--- src/rtl/dmem_arb_pkg.sv ---
// ============================================================================
//  Module   : dmem_arb_pkg
//  Purpose  : Shared types and constants for the data-memory arbiter.
//  Revision : 1.0  initial release
// ============================================================================
`default_nettype none

package dmem_arb_pkg;

    // Width of the aux wait counter; enough to hold MAX_WAIT up to 255
    localparam int WAIT_W = 8;

    typedef enum logic [1:0] {
        IDLE  = 2'd0,
        WAIT  = 2'd1,
        FORCE = 2'd2
    } arb_state_e;

    typedef enum logic {
        OWN_CPU = 1'b0,
        OWN_AUX = 1'b1
    } owner_e;

endpackage

`default_nettype wire

--- src/rtl/dmem_arb_wait_ctr.sv ---
// ============================================================================
//  Module   : dmem_arb_wait_ctr
//  Purpose  : Counts cycles an aux request has waited behind the CPU.
//             o_tc flags that the pending increment reaches MAX_WAIT, so the
//             arbiter can schedule the forced slot for the following cycle.
//  Revision : 1.0  initial release
// ============================================================================
`default_nettype none

module dmem_arb_wait_ctr
    import dmem_arb_pkg::*;
#(
    parameter int MAX_WAIT = 4
) (
    input  logic clk_i,
    input  logic rst_i,
    input  logic i_clr,
    input  logic i_inc,
    output logic o_tc
);

    logic [WAIT_W-1:0] r_cnt;
    logic [WAIT_W:0]   w_cnt_inc;

    // One extra bit so the comparison never wraps at the top of the range
    assign w_cnt_inc = {1'b0, r_cnt} + {{WAIT_W{1'b0}}, 1'b1};
    assign o_tc      = (w_cnt_inc >= (WAIT_W + 1)'(MAX_WAIT));

    // Wait counter: clear has priority over increment
    always_ff @(posedge clk_i or negedge rst_i) begin
        if (!rst_i) begin
            r_cnt <= '0;
        end else if (i_clr) begin
            r_cnt <= '0;
        end else if (i_inc) begin
            r_cnt <= w_cnt_inc[WAIT_W-1:0];
        end
    end

endmodule

`default_nettype wire

--- src/rtl/dmem_arbiter.sv ---
// ============================================================================
//  Module   : dmem_arbiter
//  Purpose  : Shares a single-port data RAM (async read, sync write) between
//             the core M-stage port and an auxiliary master. CPU has priority;
//             aux takes idle CPU slots or a forced slot after MAX_WAIT cycles,
//             stalling the core for that one cycle.
//  Options  : DMEM_ARB_STATS_EN adds saturating stall / aux-grant counters.
//  Revision : 1.0  initial release
// ============================================================================
`default_nettype none

module dmem_arbiter
    import dmem_arb_pkg::*;
#(
    parameter int AW       = 8,
    parameter int DW       = 32,
    parameter int MAX_WAIT = 4
) (
    input  logic          clk_i,
    input  logic          rst_i,
`ifdef DMEM_ARB_STATS_EN
    output logic [31:0]   stall_cnt_o,
    output logic [31:0]   aux_cnt_o,
`endif
    input  logic [31:0]   cpu_addr_i,
    input  logic [DW-1:0] cpu_wdata_i,
    input  logic          cpu_we_i,
    input  logic          cpu_re_i,
    output logic [DW-1:0] cpu_rdata_o,
    output logic          cpu_stall_o,
    input  logic          aux_req_i,
    input  logic          aux_we_i,
    input  logic [31:0]   aux_addr_i,
    input  logic [DW-1:0] aux_wdata_i,
    output logic          aux_gnt_o,
    output logic          aux_rvalid_o,
    output logic [DW-1:0] aux_rdata_o,
    output logic [AW-1:0] ram_a_o,
    output logic [DW-1:0] ram_d_o,
    output logic          ram_we_o,
    input  logic [DW-1:0] ram_spo_i
);

    arb_state_e r_state;
    arb_state_e w_state_nxt;
    owner_e     w_owner;
    logic       w_cpu_act;
    logic       w_cnt_clr;
    logic       w_cnt_inc;
    logic       w_cnt_tc;
    logic       w_aux_rd_gnt;
    logic       w_unused_addr;

    assign w_cpu_act = cpu_re_i | cpu_we_i;

    // Only the word-address field of the byte addresses reaches the RAM
    assign w_unused_addr = ^{cpu_addr_i[31:AW+2], cpu_addr_i[1:0],
                             aux_addr_i[31:AW+2], aux_addr_i[1:0]};

    dmem_arb_wait_ctr #(
        .MAX_WAIT (MAX_WAIT)
    ) u_wait_ctr (
        .clk_i (clk_i),
        .rst_i (rst_i),
        .i_clr (w_cnt_clr),
        .i_inc (w_cnt_inc),
        .o_tc  (w_cnt_tc)
    );

    // Ownership is decided combinationally; while in reset the CPU owns the RAM
    assign w_owner = (rst_i && aux_req_i && (!w_cpu_act || r_state == FORCE))
                     ? OWN_AUX : OWN_CPU;

    assign aux_gnt_o    = (w_owner == OWN_AUX);
    assign w_aux_rd_gnt = aux_gnt_o & ~aux_we_i;
    assign cpu_stall_o  = rst_i & w_cpu_act & (r_state == FORCE) & aux_req_i;
    assign cpu_rdata_o  = ram_spo_i;

    // RAM port mux; the write strobe is gated by the owner's own request
    always_comb begin
        ram_a_o  = cpu_addr_i[AW+1:2];
        ram_d_o  = cpu_wdata_i;
        ram_we_o = rst_i & cpu_we_i;
        if (w_owner == OWN_AUX) begin
            ram_a_o  = aux_addr_i[AW+1:2];
            ram_d_o  = aux_wdata_i;
            ram_we_o = rst_i & aux_we_i;
        end
    end

    // State register
    always_ff @(posedge clk_i or negedge rst_i) begin
        if (!rst_i) begin
            r_state <= IDLE;
        end else begin
            r_state <= w_state_nxt;
        end
    end

    // Next-state logic: a forced slot always returns to IDLE so that the CPU
    // gets at least MAX_WAIT slots between two forced aux accesses
    always_comb begin
        w_state_nxt = r_state;
        w_cnt_clr   = 1'b0;
        w_cnt_inc   = 1'b0;
        case (r_state)
            IDLE: begin
                if (aux_req_i && w_cpu_act) begin
                    w_cnt_inc   = 1'b1;
                    w_state_nxt = w_cnt_tc ? FORCE : WAIT;
                end
            end
            WAIT: begin
                if (!aux_req_i || !w_cpu_act) begin
                    w_cnt_clr   = 1'b1;
                    w_state_nxt = IDLE;
                end else begin
                    w_cnt_inc = 1'b1;
                    if (w_cnt_tc) begin
                        w_state_nxt = FORCE;
                    end
                end
            end
            FORCE: begin
                w_cnt_clr   = 1'b1;
                w_state_nxt = IDLE;
            end
            default: begin
                w_cnt_clr   = 1'b1;
                w_state_nxt = IDLE;
            end
        endcase
    end

    // Registered aux read response: one-cycle valid pulse, data held after
    always_ff @(posedge clk_i or negedge rst_i) begin
        if (!rst_i) begin
            aux_rvalid_o <= 1'b0;
            aux_rdata_o  <= '0;
        end else begin
            aux_rvalid_o <= w_aux_rd_gnt;
            if (w_aux_rd_gnt) begin
                aux_rdata_o <= ram_spo_i;
            end
        end
    end

`ifdef DMEM_ARB_STATS_EN
    // Saturating event counters for stall cycles and aux grants
    always_ff @(posedge clk_i or negedge rst_i) begin
        if (!rst_i) begin
            stall_cnt_o <= '0;
            aux_cnt_o   <= '0;
        end else begin
            if (cpu_stall_o && (stall_cnt_o != '1)) begin
                stall_cnt_o <= stall_cnt_o + 32'd1;
            end
            if (aux_gnt_o && (aux_cnt_o != '1)) begin
                aux_cnt_o <= aux_cnt_o + 32'd1;
            end
        end
    end
`else
    // Statistics counters are not built in this configuration
`endif

endmodule

`default_nettype wire
--- config.mk ---
export PLATFORM = sky130hd
export DESIGN_NAME = dmem_arbiter
export DESIGN_NICKNAME = d
export VERILOG_FILES = /design/src/rtl/dmem_arb_pkg.sv /design/src/rtl/dmem_arb_wait_ctr.sv /design/src/rtl/dmem_arbiter.sv
export SDC_FILE = /design/constraint.sdc
export NUM_CORES = 1
export LEC_CHECK = 0
export ABC_AREA = 1
export CAP_MARGIN = 20
export CELL_PAD_IN_SITES_DETAIL_PLACEMENT = 1
export CELL_PAD_IN_SITES_GLOBAL_PLACEMENT = 1
export CORE_MARGIN = 2
export CORE_UTILIZATION = 19
export CTS_BUF_LIST = sky130_fd_sc_hd__clkbuf_8
export DETAILED_ROUTE_END_ITERATION = 6
export GPL_TIMING_DRIVEN = 0
export PLACE_DENSITY_LB_ADDON = 0.1
export RECOVER_POWER = 25
export REMOVE_ABC_BUFFERS = 1
export SYNTH_ARGS = -nofsm -noshare
export SYNTH_HDL_FRONTEND = slang
export SYNTH_SLANG_ARGS = --single-unit
--- constraint.sdc ---
create_clock -name clk_i -period 2.7 [get_ports clk_i]
set_input_delay 0.54 -clock clk_i [delete_from_list [all_inputs] [get_ports clk_i]]
set_output_delay 0.54 -clock clk_i [all_outputs]
set_load 0.01 [all_outputs]
==> results.json <==
{
  "area_delta_synth_final_pct": 97.70,
  "wl_um": 12010,
  "total_power_mw": 3.027,
  "utilization_pct": 38.33,
  "root_buffer": "clkbuf_8",
  "rsz0062_at_grt": "false",
  "combPwrFrac_pct": 46.0,
  "synth.yosys.seq_area_share_pct": 42.07,
  "synthCells": 383,
  "fp-row-count": 42,
  "placed_cells": 739,
  "antenna_cells": 0,
  "clk_path_buf_depth": 2,
  "dieHeight_um": 120.0,
  "grt_max_degree": 33,
  "critPathArrivalTime_ns": 2.08,
  "antenna_found_initial": 0,
  "cp_cell_sequence": "clkdlybuf4s50_1 -> nor2_4 -> inv_4 -> a21oi_4 -> buf_6 -> inv_8 -> nor2_4 -> nor2_1 -> dlygate4sd2_1",
  "grt_pass1_wl_um": 18910,
  "min_period_ns": 2.618,
  "final_area_um2": 5056,
  "worst_ir_drop_vdd_mv": 0.2526,
  "cpPeakStageDelay_ns": 0.44,
  "internal_power_mw": 2.006,
  "worst_pin_slew_ns": 0.7702,
  "dominantRegCellSynth": "dfrtp_1",
  "route.detailed.drc": 0,
  "pwr-share-seq_pct": 33.9,
  "dp_hpwl_um": 8704,
  "grt_pass1_vias": 3485,
  "cts.sink_count": 43,
  "status": "completed",
  "finalSetupViolCount": 0,
  "finClkSkew_ns": 0.008659,
  "drive_gt1_share_pct": 5.942,
  "critPathKind": "in2out",
  "cp_common_cell": "nor2_4",
  "period_share_pct": 96.97,
  "synth_edf_count": 0,
  "synth.distinct_cells": 19,
  "fin_cells": 765,
  "cap_violations": 0,
  "nFillCells": 1652,
  "core_area_um2": 13190,
  "startpoint_type": "primary input",
  "drt_first_pass_iters": 4,
  "dieArea_um2": 14400,
  "start_util_pct": 19.39,
  "yosysTopAreaCell": "dfrtp_1",
  "htreeDepth": 2,
  "wl_per_cell_um": 15.70,
  "avgSynthCellArea_um2": 6.677,
  "vias": 3134,
  "end_kind": "primary output",
  "port_buffers": 225,
  "switching_share_pct": 33.72,
  "worstSkewPairLatency_ns": 0.30,
  "async_flop_share_pct": 100.0,
  "final_antenna_net_count": 0,
  "hold_class": "in2async",
  "cts_tree": "built",
  "power.density_nw_per_um2": 598.6,
  "overflow": 0,
  "power.leakage_nw": 2.462,
  "maxSlewViolCount": 0,
  "grt_usage_pct": 16.95,
  "clkPwrFrac_pct": 20.0,
  "cts-buffers-inserted": 5,
  "yosys-top-cells-area": "dfrtp_1 (42%), nand2_1 (36%), buf_4 (9.4%)",
  "die_x_um": 120.0,
  "synth_top_area_share_pct": 42.07,
  "synth_seq_cells": 43,
  "synth_area_um2": 2557,
  "worstPathRequired_ns": 2.16,
  "place_congestion": 0.7078,
  "p_sw_mw": 1.021,
  "yosys_warnings": 0,
  "clk_pin_slew_ns": 0.09,
  "slew-limit-headroom_pct": 48.65,
  "place_area_um2": 4745,
  "nets": 756,
  "drt_iter0_drc": 78,
  "cp_max_fo": 21,
  "pin_count": 274,
  "fmax_ghz": 0.3819,
  "hold_violations": 0,
  "via_per_inst": 4.097,
  "slowest_stage": "clkdlybuf4s50_1"
}
[per-stage QoR]
stage,setup TNS (ns),hold slack [ns],setup slack (ns)
final,0,0.1015,0.08185
after global routing,0,0.1035,0.01149
after CTS,0,0.09714,0.004619
after detailed placement,-128.44,0.4573,-2.305
after global placement,-266.07,0.4534,-3.980
after floorplan,-6.172,0.2444,-0.3210
[kinds of logic (layout without fill, tap and decap cells)]
kind of cell,after synthesis,count (layout),synth area share (%)
xor+xnor,1,1,0.3425
flops,43,43,42.07
buf+inv,61,263,13.94
compound gates,11,14,2.936
simple gates,265,266,39.73
fa+ha+maj,2,2,0.9783
[state kept, by name, summed over array words and instances (netlist names)]
signal            count
aux_rdata_o          32
u_wait_ctr.r_cnt      8
r_state               2
aux_rvalid_o          1
[cells in the final DEF (no fill, tap or decap), types with 2 or more instances in the layout]
cell	n
dfrtp_1	43
nand2_1	243
nand3_1	6
ha_1	2
buf_6	2
dlymetal6s2s_1	2
clkdlybuf4s50_1	180
buf_12	2
buf_4	8
bufinv_16	2
nor2_1	10
nor2_4	2
a21oi_4	4
inv_1	12
clkbuf_8	5
o22ai_1	3
o21ai_0	6
dlygate4sd2_1	42
[layer usage]
metal  vias to the layer above  share of wire [%]  global-route usage, %
met5                         -                  0                      0
met4                         0                2.2                  4.559
met3                        18                5.7                  4.800
met2                        97                 53                  30.26
met1                      1479                 39                  19.76
li1                       1540                  -                      -
[cell type report]
type | count | area (µm²) | area share, %
timing repair buffer | 239 | 2344 | 46.35
multi-input combinational | 283 | 1197 | 23.68
sequential | 43 | 1076 | 21.28
tap | 176 | 220.2 | 4.355
inverter | 15 | 71.32 | 1.411
clock buffer | 5 | 68.82 | 1.361
clock inverter | 3 | 67.56 | 1.336
timing repair inverter | 1 | 11.26 | 0.2227
[power by group through the flow]
| stage | Clock [mW] | Combinational [mW] | Sequential [mW] |
|---|---|---|---|
| 2_1_floorplan | 0 | 0.364 | 1.12 |
| 3_3_place_gp | 0 | 1.38 | 1.02 |
| 3_5_place_dp | 0 | 1.40 | 1.03 |
| 4_1_cts | 0.631 | 1.43 | 1.03 |
| 5_1_grt | 0.651 | 1.53 | 1.07 |
| 6_report | 0.607 | 1.39 | 1.03 |
[what timing repair did]
| action | CTS | global route |
|---|---|---|
| gates cloned | 6 | 0 |
| setup endpoints to repair | 76 | 3 |
| pin swaps | 6 | 2 |
| hold buffers | 0 | 0 |
| setup buffers | 12 | 0 |
| resized for setup | 61 | 4 |
[cells in the mapped netlist, drive strengths merged, types with 2 or more instances]
| cell type | number |
|---|---|
| nand2 | 244 |
| dfrtp | 43 |
| buf | 38 |
| inv | 15 |
| nor2 | 12 |
| clkbuf | 8 |
| nand3 | 6 |
| o21ai | 6 |
| o22ai | 3 |
| ha | 2 |
[final timing paths]
kind	from	end	slack [ns]	depth (start not counted)
worst max register to register	r_state[1]	aux_rdata_o[27]	0.58	10
min in group clk_i	aux_rdata_o[28]	aux_rdata_o[28]	0.47	2
worst min register to register	aux_rdata_o[28]	aux_rdata_o[28]	0.47	2
max in group asynchronous	rst_i	aux_rvalid_o	1.62	2
worst max-delay path	cpu_re_i	ram_we_o	0.08	9
worst min-delay path	rst_i	aux_rdata_o[4]	0.10	1
[critical path: cells and delay by family]
family / cells / cell delay [ns]
buffers and inverters: 5 / 1.00
AO/OA/AOI/OAI: 1 / 0.20
AND/OR/NAND/NOR: 3 / 0.33
(Power assumes the default switching activity.)
